### src/rtl/next_pc_unit.sv
// rtl/next_pc_unit.sv - fetch PC register with redirect, stall buffering and exception entry
// Owns the architectural IF-stage PC; redirects seen during a stall are held until release.
module next_pc_unit #(
  parameter int                ADDR_W     = 32,
  parameter logic [ADDR_W-1:0] RESET_PC   = ADDR_W'(32'h0000_3000),
  parameter logic [ADDR_W-1:0] EXC_VEC    = ADDR_W'(32'h0000_4180),
  parameter logic [ADDR_W-1:0] IMEM_BASE  = ADDR_W'(32'h0000_3000),
  parameter int                IMEM_BYTES = 16384
) (
  input  logic              clk,
  input  logic              reset,
  input  logic              stall_i,
  input  logic [1:0]        pc_sel_i,
  input  logic              cmp_i,
  input  logic [ADDR_W-1:0] id_pc_i,
  input  logic [25:0]       instr_index_i,
  input  logic [31:0]       imm_i,
  input  logic [ADDR_W-1:0] rs_val_i,
  input  logic              exc_req_i,
  input  logic              eret_req_i,
  input  logic [ADDR_W-1:0] epc_i,
  output logic [ADDR_W-1:0] pc_o,
  output logic              pending_o,
  output logic              fetch_adel_o
);

  // One extra bit so a window ending exactly at 2^ADDR_W does not wrap to zero.
  localparam logic [ADDR_W:0]   IMEM_END = {1'b0, IMEM_BASE} + (ADDR_W+1)'(IMEM_BYTES);
  localparam logic [ADDR_W-1:0] LOW28    = ADDR_W'(28'hFFF_FFFF);

  logic [ADDR_W-1:0] pc_q;
  logic              pend_q;
  logic [ADDR_W-1:0] pend_pc_q;

  logic [ADDR_W+31:0] imm_wide;
  logic [ADDR_W-1:0]  imm_ext;
  logic [ADDR_W-1:0]  seq_pc;
  logic [ADDR_W-1:0]  br_pc;
  logic [ADDR_W-1:0]  jmp_pc;
  logic [ADDR_W-1:0]  redir_pc;
  logic               redir_vld;

  assign imm_wide = {{ADDR_W{imm_i[31]}}, imm_i};
  assign imm_ext  = imm_wide[ADDR_W-1:0];
  assign seq_pc   = pc_q + ADDR_W'(4);
  assign br_pc    = id_pc_i + ADDR_W'(4) + {imm_ext[ADDR_W-3:0], 2'b00};
  assign jmp_pc   = (id_pc_i & ~LOW28) | ADDR_W'({instr_index_i, 2'b00});

  always_comb begin
    redir_vld = 1'b0;
    redir_pc  = seq_pc;
    case (pc_sel_i)
      2'd1: begin
        redir_vld = cmp_i;
        redir_pc  = br_pc;
      end
      2'd2: begin
        redir_vld = 1'b1;
        redir_pc  = jmp_pc;
      end
      2'd3: begin
        redir_vld = 1'b1;
        redir_pc  = rs_val_i;
      end
      default: begin
        redir_vld = 1'b0;
        redir_pc  = seq_pc;
      end
    endcase
  end

  always_ff @(posedge clk or posedge reset) begin
    if (reset) begin
      pc_q      <= RESET_PC;
      pend_q    <= 1'b0;
      pend_pc_q <= RESET_PC;
    end else if (exc_req_i) begin
      pc_q   <= EXC_VEC;
      pend_q <= 1'b0;
    end else if (eret_req_i) begin
      pc_q   <= epc_i;
      pend_q <= 1'b0;
    end else if (stall_i) begin
      // Newest redirect wins the buffer; the PC itself stays frozen.
      if (redir_vld) begin
        pend_q    <= 1'b1;
        pend_pc_q <= redir_pc;
      end
    end else if (redir_vld) begin
      pc_q   <= redir_pc;
      pend_q <= 1'b0;
    end else if (pend_q) begin
      pc_q   <= pend_pc_q;
      pend_q <= 1'b0;
    end else begin
      pc_q <= seq_pc;
    end
  end

  assign pc_o         = pc_q;
  assign pending_o    = pend_q;
  assign fetch_adel_o = (pc_q[1:0] != 2'b00) || (pc_q < IMEM_BASE) ||
                        ({1'b0, pc_q} >= IMEM_END);

endmodule

### config.mk
export PLATFORM = sky130hd
export DESIGN_NAME = next_pc_unit
export DESIGN_NICKNAME = d
export VERILOG_FILES = /design/src/rtl/next_pc_unit.sv
export SDC_FILE = /design/constraint.sdc
export NUM_CORES = 1
export LEC_CHECK = 0
export ABC_CLOCK_PERIOD_IN_PS = 3100
export CAP_MARGIN = 25
export CORE_MARGIN = 3
export CORE_UTILIZATION = 30
export CTS_BUF_LIST = sky130_fd_sc_hd__clkbuf_16
export CTS_CLUSTER_DIAMETER = 200
export CTS_CLUSTER_SIZE = 28
export DETAILED_ROUTE_END_ITERATION = 8
export DONT_BUFFER_PORTS = 1
export GPL_TIMING_DRIVEN = 0
export MAX_ROUTING_LAYER = met4
export PLACE_DENSITY_LB_ADDON = 0.1
export SYNTH_ARGS = -nofsm -noshare
export SYNTH_HDL_FRONTEND = slang
export SYNTH_SLANG_ARGS = --single-unit
### constraint.sdc
create_clock -name clk -period 3.1 [get_ports clk]
set_clock_uncertainty 0.15 [all_clocks]
set_input_delay 0.31 -clock clk [delete_from_list [all_inputs] [get_ports clk]]
set_output_delay 0.31 -clock clk [all_outputs]
set_load 0.02 [all_outputs]
* Yosys cells after proc, flatten, opt, wreduce, memory -nomap -nowiden
Index checks and enable logic that the tools add are counted.
** Cells by class
- Multipliers :: 0
- Shift-type cells :: 0
- Magnitude comparators :: 2
- Add/subtract/negate cells :: 3
- Eq/ne operators :: 5
- Divide/modulo/power cells :: 0
- Reductions and logical operators :: 5
- Bitwise gates (word level) :: 3
- Muxes and demuxes :: 11
** Operators with widths (count)
- 32-bit 2-to-1 mux :: 5
- 32-bit case mux with 3 select lines :: 1
- 32-bit by 3-bit adder with 32-bit output, second input constant :: 2
- 32-bit adder :: 1
- 32-bit by 15-bit greater-or-equal comparator with 1-bit output, second input constant :: 1
- 32-bit by 14-bit less-than comparator with 1-bit output, second input constant :: 1
- 32-bit by 28-bit bitwise OR with 32-bit output :: 1
- 2-bit == test, second input constant :: 2
- 1-bit 2-to-1 mux :: 4
- 4-bit by 1-bit inequality test with 1-bit output, second input constant :: 1
- 4-bit AND reduction :: 1
- 3-bit by 1-bit inequality test with 1-bit output, second input constant :: 1
- 2-bit by 1-bit == test with 1-bit output, second input constant :: 1
- 1-bit logical OR :: 2
- 1-bit inverter :: 2
- 1-bit case mux with 2 select lines :: 1
- 2-bit nonzero test :: 1
- 2-bit OR reduction :: 1
** Word-level totals
- Memory bits (read-only) :: 0
- Bits in registers :: 65
- Latch bits :: 0
- Memories :: 0
- RAM bits :: 0
- Output and inout port bits :: 34
- Logic and storage cells :: 32

* Depth between registers and ports, before layout
- Depth in word-level cells :: 7
- Gate-level depth with buffers :: 15
- Gate-level depth less buffers :: 15

* Worst setup path after synthesis
Ideal clock, no wire load.
- Path kind :: in2reg
- From :: input port id_pc_i[15]
- To :: register pc_q[31], in the netlist pc_o[31]
- Buffers on the path :: 0
- Required time :: 2.886 ns
- Arrival time :: 2.789 ns
- Stages on the path :: 11
- Setup slack :: 0.097 ns
- Cell sequence :: ha_1 ha_1 a21oi_2 nand2_1 a221oi_2 a21boi_1 o31a_1 a31o_2 a21bo_1 a2111oi_2 a21o_1
** On the way
- Longest elaborated chain between the ends :: 7
** RTL lines
- from (decl) :: RTL line 15 : input logic [ADDR_W-1:0] id_pc_i,
- 32-bit by 3-bit adder with 32-bit output :: RTL line 46 : assign br_pc = id_pc_i + ADDR_W'(4) + {imm_ext[ADDR_W-3:0], 2'b00};
- 32-bit adder :: RTL line 46
- 32-bit case mux with 3 select lines :: RTL line 52 : case (pc_sel_i)
- 32-bit 2-to-1 mux :: RTL line 89 : end else if (redir_vld) begin
- 32-bit 2-to-1 mux :: RTL line 83 : end else if (stall_i) begin
- 32-bit 2-to-1 mux :: RTL line 80 : end else if (eret_req_i) begin
- 32-bit 2-to-1 mux :: RTL line 77 : end else if (exc_req_i) begin
- to (signal assigned) :: RTL line 81 : pc_q <= epc_i;
- to (signal assigned) :: RTL line 90 : pc_q <= redir_pc;
- to (signal assigned) :: RTL line 93 : pc_q <= pend_pc_q;
- to (decl) :: RTL line 31 : logic [ADDR_W-1:0] pc_q;
No other way between the ends. The select of a mux whose other input is x is not followed.
A chain may end at the register's enable or synchronous reset.

* Final worst setup path
- From :: register pc_q[2], in the netlist pc_o[2]
- To :: register pc_q[20], in the netlist pc_o[20]
** On the way
- Longest elaborated chain between the ends :: 6
- Elaborated cells on any way between the ends :: 7
- Those cells by class :: 1 x add/sub; 6 x mux
** RTL lines
- 32-bit by 3-bit adder with 32-bit output * :: RTL line 45 : assign seq_pc = pc_q + ADDR_W'(4);
- 32-bit case mux with 3 select lines / 32-bit 2-to-1 mux (equally long branches) :: RTL line 52, 92
- 32-bit 2-to-1 mux * :: RTL line 89
- 32-bit 2-to-1 mux * :: RTL line 83
- 32-bit 2-to-1 mux * :: RTL line 80
- 32-bit 2-to-1 mux * :: RTL line 77
Mark *: on every way between the ends. The rest lies on a longest branch, timed or not. The select of a mux whose other input is x is not followed.

==> run_results.csv <==
group,metric,value,unit
timing,finalHoldViolCount,0,
timing,setup_tns,0,ns
critical_path,required,3.14,ns
timing,rsz0062_at_grt,"false",
placed_design,dp_slack,-0.621,ns
timing,finalSetupViolations,0,
synthesis,yosysSeqAreaShare,0.247,
clock_network,clkLatencyLatePin,0.34,ns
routing,route.detailed.drc,0,
cells_and_area,syn_to_final_growth,16.7,%
routing,routed_via_density,5.62,
hold_path,min_path_type,"in2reg",
clock_network,clk_pin_slew,0.06,ns
timing,worstMarginPinSlew,0.789,ns
clock_network,cts_tree,"built",
synthesis,syn_avg_cell_area,7.77,µm²
global_route,grt-ovfl-total,0,
global_route,grt_pass1_vias,6552,
critical_path,crit_chain,"ha_2, inv_1, nor4_4, buf_4, and4_1, nand3_1, xnor2_1, o21ai_0, a211oi_2, nor3_1",
cells_and_area,drive_gt1_frac,0.104,
placed_design,placed_cell_area,6980,µm²
power,totalPowerFinal,0.00331,W
cells_and_area,fin_area,7700,µm²
critical_path,cp_slowest_cell,"dfrtp_2",
synthesis,syn-cell-area,6600,µm²
run,cap_violations,0,
placed_design,io_buffers,0,
global_route,antenna_found_initial,1,
routing,vias,6567,
timing,fin_crit_sh,0.970,
synthesis,synth-seq-cells,65,
floorplanning,ioPinCount,196,
floorplanning,row_count,53,
global_route,grt_max_degree,38,
routing,wl_per_cell,23.4,µm
placed_design,place_hpwl,21900,µm
floorplanning,die_area,23800,µm²
synthesis,synth_edf_count,0,
routing,wl,27300,µm
timing,fmax,0.332,GHz
routing,first_iter_violations,418,
global_route,grt_usage,0.230,
critical_path,criticalPathCategory,"reg2reg",
power,p_per_area,431,nW/µm²
placed_design,gp_routability_congestion,0.876,
clock_network,htree_levels,3,
synthesis,ys.flop_type,"dfrtp_1",
run_status,status,"completed",
power,leakagePower,3.20,nW
synthesis,yosys_warnings,0,
synthesis,synth_nets,1071,
floorplanning,start_util,0.310,
synthesis,async_flop_share,1.00,
routing,firstDrtPassIters,4,
timing,setup_slack,0.0916,ns
cells_and_area,finalNetCount,1110,
critical_path,critPathMaxFanout,8,
clock_network,cts.path.max_buffers,2,
timing,drv_slew,0,
clock_network,cts_made_buffers,9,
synthesis,synthCells,849,
floorplanning,die_x,154,µm
timing,relSlewSlack,0.474,
critical_path,crit_arrival,3.05,ns
routing,final_antenna_net_count,0,
cells_and_area,nFillCells,2311,
clock_network,cts_sinks,65,
power,vdd_drop_max,0.226,mV
clock_network,cts-root-buf,"clkbuf_16",
critical_path,critPathMaxStageDelay,0.49,ns
critical_path,worstSetupEndpointType,"flop",
critical_path,worstSetupStartpointType,"flop",
floorplanning,fp.dieH,154,µm
global_route,grt_pass1_wl,41200,µm
timing,whs,0.0231,ns
synthesis,yosysUniqueCellTypes,70,
timing,period_needed,3.01,ns
floorplanning,coreArea,21300,µm²
stage by stage:
| stage | instances | utilization |
|---|---|---|
| floorplan | 849 | - |
| global placement | 1124 | 0.326 |
| detailed placement | 1127 | 0.328 |
| CTS | 1164 | 0.353 |
| global route | 1169 | 0.362 |
| finish | 1169 | 0.362 |
cells by family (layout without fill, tap and decap cells):
| kind of cell | after synthesis | in the layout | synth area share |
|---|---|---|---|
| buf+inv | 75 | 119 | 0.0436 |
| flops | 65 | 65 | 0.247 |
| xor+xnor | 54 | 54 | 0.0717 |
| other cells | 0 | 1 | 0 |
| compound gates | 259 | 259 | 0.249 |
| simple gates | 295 | 295 | 0.201 |
| fa+ha+maj | 60 | 60 | 0.115 |
| mux | 41 | 41 | 0.0722 |
state kept, by name, summed over array words and instances (netlist names):
name       cells
pending_o      1
pc_o          32
pend_pc_q     32
routing by layer:
metal	vias up	wire length (µm)	track usage	share of wire
li1	3177	-	-	-
met1	3110	13100	0.329	0.48
met2	250	12100	0.347	0.44
met3	30	1560	0.0269	0.057
met4	0	553	0.0568	0.020
met5	-	0	-	0
cell usage after synthesis, types with 5 or more instances:
cell type | instances | area share
nand3_1 | 23 | 0.017
o21ai_0 | 70 | 0.053
o22ai_1 | 14 | 0.013
a22oi_1 | 6 | 0.0068
and3_1 | 7 | 0.0066
nor3_1 | 15 | 0.011
nand2b_1 | 8 | 0.0076
ha_1 | 59 | 0.11
a211oi_1 | 11 | 0.013
nor4_1 | 8 | 0.0076
or3_1 | 5 | 0.0047
o31ai_1 | 5 | 0.0057
dfrtp_1 | 61 | 0.23
a221oi_1 | 5 | 0.0066
a21o_1 | 11 | 0.013
xnor2_1 | 29 | 0.038
xor2_1 | 25 | 0.033
nand2_1 | 136 | 0.077
inv_1 | 22 | 0.013
a31oi_1 | 8 | 0.0076
buf_2 | 5 | 0.0038
buf_1 | 6 | 0.0034
nor2_1 | 64 | 0.036
a21oi_1 | 73 | 0.055
mux2_2 | 13 | 0.022
nand4_1 | 11 | 0.010
clkbuf_1 | 38 | 0.022
o211ai_1 | 12 | 0.014
mux2i_1 | 24 | 0.036
where the power goes:
| group | switching [W] | leakage, nW | internal [W] |
|---|---|---|---|
| combinational | 0.000726 | 2.25 | 0.000453 |
| clock | 0.000382 | 0.144 | 0.000607 |
| sequential | 0.000161 | 0.799 | 0.000987 |
final timing paths:
| check | startpoint | to | slack [ns] | cells past startpoint |
|---|---|---|---|---|
| max | pc_o[2] | pc_o[20] | 0.09 | 10 |
| min | epc_i[8] | pc_o[8] | 0.02 | 2 |
| max reg2reg | pc_o[2] | pc_o[20] | 0.09 | 10 |
| min reg2reg | pend_pc_q[0] | pend_pc_q[0] | 0.33 | 2 |
| max in group asynchronous | reset | pend_pc_q[13] | 1.89 | 3 |
| min in group asynchronous | reset | pc_o[11] | 0.30 | 2 |
layout by cell type, fill, tap and decap left out, types with 8 or more instances in the layout:
master and n:
a21o_1 11, inv_1 23, o21ai_0 70, nor4_1 8, o211ai_1 12, clkbuf_1 35
dfrtp_1 55, clkbuf_16 9, nand2_1 136, nor3_1 13, mux2i_1 24, ha_1 55
mux2_2 13, nand4_1 11, nor2_1 64, o22ai_1 12, nand3_1 23, a211oi_1 8
dlygate4sd3_1 21, xnor2_1 29, xor2_1 22, a31oi_1 8, a21oi_1 71
worst max-delay path: cells and delay by family (launching register included):
| family | cells | cell delay, ns |
|---|---|---|
| flip-flops | 1 | 0.49 |
| AO/OA/AOI/OAI | 2 | 0.51 |
| adder cells (fa/ha/maj) | 1 | 0.25 |
| buffers and inverters | 2 | 0.26 |
| XOR/XNOR | 1 | 0.32 |
| AND/OR/NAND/NOR | 4 | 0.88 |
area by class of cell:
type | count | area [µm²] | area share
multi-input cells | 709 | 4870 | 0.632
flip-flops and latches | 65 | 1640 | 0.213
well taps | 275 | 344 | 0.0447
diodes | 1 | 2.50 | 0.000325
clock buffers | 9 | 225 | 0.0293
repair buffers | 28 | 270 | 0.0351
clock inverters | 7 | 53.8 | 0.00699
plain buffers | 49 | 194 | 0.0252
inverters | 26 | 104 | 0.0135
repair_timing:
item / in CTS / in global routing
setup buffers: 0 / 4
hold buffers: 21 / 0
hold endpoints to repair: 46 / 0
gates resized for setup: 12 / 32
setup endpoints to repair: 10 / 31
pin swaps: 0 / 11
(Power assumes the default switching activity.)
